--- src/rtl/divint_pkg.sv ---
// divint_pkg: shared state encoding, counter-width helper and latency overhead for divint_iter.
package divint_pkg;
  typedef enum logic [1:0] {IDLE, CALC, FIX, DONE} state_t;
  localparam int DIVINT_FIX_CYCLES = 2;
  function automatic int clog2(input int v);
    int r;
    r = 1;
    while ((1 << r) < v) r++;
    return r;
  endfunction
endpackage

--- src/rtl/divint_step.sv ---
// divint_step: one restoring radix-2 step; shifts in the next dividend bit and trial-subtracts the divisor.
module divint_step #(
  parameter int WIDTH = 32
) (
  input  logic [WIDTH-1:0] rem,
  input  logic [WIDTH-1:0] divisor,
  input  logic             bit_in,
  output logic [WIDTH-1:0] rem_next,
  output logic             q_bit
);
  logic [WIDTH:0] sh, diff;
  always_comb begin
    sh = {rem, bit_in};
    diff = sh - {1'b0, divisor};
    q_bit = ~diff[WIDTH];
    rem_next = q_bit ? diff[WIDTH-1:0] : sh[WIDTH-1:0];
  end
endmodule

--- src/rtl/divint_iter.sv ---
// divint_iter: iterative restoring integer divider with req/busy handshake and global clock enable.
// Define DIVINT_ZERO_SKIP_EN to bypass the iteration loop when the divisor is zero.
module divint_iter
  import divint_pkg::*;
#(
  parameter int WIDTH  = 32,
  parameter int SIGNED = 1
) (
  input  logic             clock,
  input  logic             reset,
  input  logic             ce,
  input  logic             i_run_req,
  output logic             o_run_busy,
  output logic             o_run_done,
  input  logic [WIDTH-1:0] i_run_dividend,
  input  logic [WIDTH-1:0] i_run_divisor,
  output logic [WIDTH-1:0] o_run_quotient,
  output logic [WIDTH-1:0] o_run_remainder,
  output logic             o_run_div0
);
  localparam int CW = clog2(WIDTH);
  state_t state, state_nx;
  logic [CW-1:0] cnt;
  logic [WIDTH-1:0] a_abs, b_abs, q, rem, rem_nx, a_in, b_in;
  logic sq, sr, q_bit, na, nb, skip, div0;
  assign na = SIGNED != 0 && i_run_dividend[WIDTH-1];
  assign nb = SIGNED != 0 && i_run_divisor[WIDTH-1];
  assign a_in = na ? -i_run_dividend : i_run_dividend;
  assign b_in = nb ? -i_run_divisor : i_run_divisor;
  assign div0 = b_abs == '0;
`ifdef DIVINT_ZERO_SKIP_EN
  assign skip = i_run_divisor == '0;
`else
  assign skip = 1'b0;
`endif
  assign o_run_busy = state != IDLE;
  assign o_run_done = state == DONE;
  // Dividend bits are fed MSB-first by index so a_abs survives for the div0 remainder.
  divint_step #(.WIDTH(WIDTH)) u_step (
    .rem(rem),
    .divisor(b_abs),
    .bit_in(a_abs[CW'(WIDTH-1) - cnt]),
    .rem_next(rem_nx),
    .q_bit(q_bit)
  );
  always_comb begin
    state_nx = state;
    case (state)
      IDLE: state_nx = i_run_req ? (skip ? FIX : CALC) : IDLE;
      CALC: state_nx = cnt == CW'(WIDTH-1) ? FIX : CALC;
      FIX: state_nx = DONE;
      default: state_nx = IDLE;
    endcase
  end
  always_ff @(posedge clock) begin
    if (reset) begin
      state <= IDLE;
      cnt <= '0;
      a_abs <= '0;
      b_abs <= '0;
      q <= '0;
      rem <= '0;
      sq <= 1'b0;
      sr <= 1'b0;
      o_run_quotient <= '0;
      o_run_remainder <= '0;
      o_run_div0 <= 1'b0;
    end else if (ce) begin
      state <= state_nx;
      if (state == IDLE && i_run_req) begin
        a_abs <= a_in;
        b_abs <= b_in;
        sq <= na ^ nb;
        sr <= na;
        cnt <= '0;
        q <= '0;
        rem <= '0;
      end
      if (state == CALC) begin
        rem <= rem_nx;
        q <= {q[WIDTH-2:0], q_bit};
        cnt <= cnt + 1'b1;
      end
      if (state == FIX) begin
        o_run_quotient <= div0 ? '1 : (sq ? -q : q);
        o_run_remainder <= div0 ? (sr ? -a_abs : a_abs) : (sr ? -rem : rem);
        o_run_div0 <= div0;
      end
    end
  end
endmodule
--- config.mk ---
export PLATFORM = sky130hd
export DESIGN_NAME = divint_iter
export DESIGN_NICKNAME = d
export VERILOG_FILES = /design/src/rtl/divint_pkg.sv /design/src/rtl/divint_step.sv /design/src/rtl/divint_iter.sv
export SDC_FILE = /design/constraint.sdc
export NUM_CORES = 1
export LEC_CHECK = 0
export ABC_CLOCK_PERIOD_IN_PS = 5850
export CAP_MARGIN = 20
export CORE_MARGIN = 4
export CORE_UTILIZATION = 58
export DETAILED_ROUTE_END_ITERATION = 16
export PLACE_DENSITY = 0.81
export SYNTH_ARGS = -nofsm -noshare
export SYNTH_HDL_FRONTEND = slang
export SYNTH_HIERARCHICAL = 1
export SYNTH_SLANG_ARGS = --single-unit
--- constraint.sdc ---
create_clock -name clock -period 5.85 [get_ports clock]
set_input_delay 1.17 -clock clock [delete_from_list [all_inputs] [get_ports clock]]
set_output_delay 1.17 -clock clock [all_outputs]
set_load 0.05 [all_outputs]
==> run_results.csv <==
group,metric,value,unit
floorplan,start_util,0.595,
clock_network,clk_path_buf_depth,3,
pwr,p_per_area,243,nW/um2
sta,period_minus_slack,5.29,ns
layout,fin_area,15200,um2
hold_path,hold_class,"reg -> reg",
sta,tns,0,ns
layout,antenna_cells,0,
sta,hold_violations,0,
sta,fin_skew,0.0170,ns
detailed_routing,dr.first_iter.drc_count,1182,
logic_synthesis,ys_top_cells_by_area,"dfxtp_1 31%, xor2_1 7.1%, o21ai_0 5.3%, a21oi_1 4.0%, ha_1 3.7%",
logic_synthesis,ys_seq_elements,202,
floorplan,core_region_area,22000,um2
layout,final_cell_mix,"202 x dfxtp_1, 138 x o21ai_0, 133 x clkdlybuf4s50_1, 126 x nor2_1, 120 x nand2_1",
placed_design,placed_cell_area,14300,um2
setup_path,crit_start,"cnt[0]",
pwr,p_leak,5.80,nW
sta,maxSlewViolCount,0,
detailed_routing,antenna_left,0,
outcome,status,"finished, final reports clean",
floorplan,io_pins,135,
global_routing,antenna_found_initial,0,
clock_network,cts-root-buf,"clkbuf_16",
setup_path,end_kind,"flop",
hold_path,min_from,"o_run_remainder[4]",
clock_network,clkLatencyLatePin,0.51,ns
sta,worst_pin_slew,1.03,ns
logic_synthesis,syn_avg_cell_area,8.24,um2
layout,syn_to_final_growth,15.9,%
logic_synthesis,synth-warning-count,6,
global_routing,track_usage,0.292,
floorplan,die_x,158,um
logic_synthesis,synth_cells,1590,
sta,fin_crit_sh,0.904,
placed_design,io_buffers,134,
clock_network,cts-buffers-inserted,22,
sta,fmax,189,MHz
pwr,ir_worst_vdd,0.000185,V
placed_design,place.gp.congestion,0.935,
detailed_routing,first_pass_iters,5,
job,drv_cap,0,
detailed_routing,post_drt_wl_per_cell,19.5,um
sta,fin_hold_ws,0.464,ns
clock_network,ctsHoldBuffers,0,
layout,nNetsFinal,1756,
setup_path,cp.required,6.20,ns
logic_synthesis,synth_nets,1698,
global_routing,grt_max_degree,97,
floorplan,die_area,25000,um2
logic_synthesis,syn_area,13100,um2
sta,finalSetupViolCount,0,
logic_synthesis,netlist.area_leader.share,0.309,
logic_synthesis,synth_edf_count,0,
global_routing,first_global_vias,11500,
setup_path,path_max_fanout,24,
setup_path,r2r_start,"cnt[0]",
clock_network,clk_pin_slew,0.06,ns
logic_synthesis,ys.flop_type,"dfxtp_1",
detailed_routing,routed-via-count,12500,
clock_network,postCtsSetupBuffers,0,
floorplan,fp.dieH,158,um
detailed_routing,drcViolationCount,0,
setup_path,cp.arrival,5.64,ns
logic_synthesis,synth-async-reset-ratio,0,
setup_path,critical_path_class,"reg -> reg",
clock_network,ctsHtreeMaxLevel,1,
floorplan,num_rows,54,
sta,maxSlewHeadroom,0.310,
logic_synthesis,yosysSeqAreaShare,0.309,
global_routing,overflow,0,
layout,final_layout_size_suffix_gt1_frac,0.0776,
clock_network,cts.repair.resized,0,
global_routing,grt_pass1_wl,59800,um
logic_synthesis,yosysTopAreaCell,"dfxtp_1",
setup_path,worst_setup_path_start_kind,"flop",
detailed_routing,vias_per_cell,6.43,
sta,grt_setup_unrepaired,"no",
detailed_routing,routed_wl,37900,um
placed_design,hpwl,27100,um
layout,layout_commonest_cell,"dfxtp_1",
clock_network,cts_sinks,202,
clock_network,cts_tree,"built",
logic_synthesis,synth.distinct_cells,89,
==> final timing paths <==
check / endpoint / slack (ns) / cells after the start
worst max-delay path: rem[23] / 0.56 / 18
worst min-delay path: o_run_remainder[4] / 0.46 / 2
worst max register to register: rem[23] / 0.56 / 18
worst min register to register: o_run_remainder[4] / 0.46 / 2
==> critical path, stage by stage (launching register included) <==
cell	delay (ns)
dfxtp_1	0.67
mux4_1	0.63
mux4_2	0.47
mux2_2	0.32
inv_1	0.07
ha_1	0.17
fa_1	0.21
and2b_1	0.21
o2111ai_2	0.22
a21oi_2	0.12
o2111ai_1	0.31
a211oi_2	0.14
nor2_4	0.20
mux2i_4	0.41
and2_4	0.30
inv_8	0.13
mux2_4	0.31
a22oi_1	0.18
nor2_1	0.06
==> sequential cells by signal, summed over array words and instances, names as in the netlist <==
register,flops
sr,1
sq,1
cnt,5
a_abs,32
state,2
q,32
o_run_remainder,32
o_run_quotient,32
o_run_div0,1
rem,32
b_abs,32
==> routing by layer <==
layer / share of wire / wire length [um] / track usage
met2: 0.45 / 16900 / 0.456
met4: 0.040 / 1530 / 0.112
met1: 0.44 / 16700 / 0.411
met3: 0.073 / 2770 / 0.0405
met5: 0 / 0 / 0
==> final cells by class <==
| cell class | count | area [um2] |
|---|---|---|
| inverter | 50 | 195 |
| clock buffer | 28 | 624 |
| timing repair buffer | 147 | 1460 |
| fill | 1802 | 6850 |
| sequential | 202 | 4040 |
| tap | 280 | 350 |
| clock inverter | 10 | 178 |
| multi-input combinational | 1225 | 8330 |
==> power breakdown <==
| group | internal (W) | total (W) | switching, W |
|---|---|---|---|
| Sequential | 0.00141 | 0.00147 | 0.0000580 |
| Clock | 0.000971 | 0.00153 | 0.000560 |
| Combinational | 0.000297 | 0.000684 | 0.000387 |
| Total | 0.00268 | 0.00368 | 0.00100 |
==> cell usage after synthesis (11+ instances only) <==
cell / n
a22oi_1: 53
a31oi_1: 18
or3_1: 18
mux2_4: 19
o41ai_1: 27
nor4_1: 26
o31ai_1: 39
xnor2_1: 51
xor2_1: 106
o21ai_0: 138
ha_1: 39
and3_1: 15
mux4_2: 12
or4_1: 30
dfxtp_1: 202
nand2_1: 120
or2_2: 11
a21o_1: 19
nand3_1: 35
nor2_1: 128
inv_1: 49
a211oi_1: 36
clkbuf_1: 93
nor3_1: 28
a21oi_1: 105
==> cells by family (layout without fill, tap and decap cells) <==
family / count (synthesis) / in the layout / synth area share
xor gates and xnor gates: 157 / 157 / 0.105
DFF: 202 / 202 / 0.309
and+or+nand+nor: 468 / 468 / 0.179
AOI/OAI and AO/OA: 511 / 511 / 0.253
muxes: 49 / 49 / 0.0589
adders and majority gates: 40 / 40 / 0.0388
buffers and inverters: 163 / 235 / 0.0564
==> stage by stage <==
step	worst slack, ns	std cells	total power (W)	utilization
after global routing	0.234	1942	0.00382	0.689
after floorplan	0.886	1590	0.00199	-
after detailed placement	0.627	1903	0.00216	0.651
final	0.559	1942	0.00368	0.689
after global placement	0.818	1903	0.00215	0.651
after CTS	0.591	1941	0.00368	0.688
No activity file was read; power rests on OpenSTA's default activity.
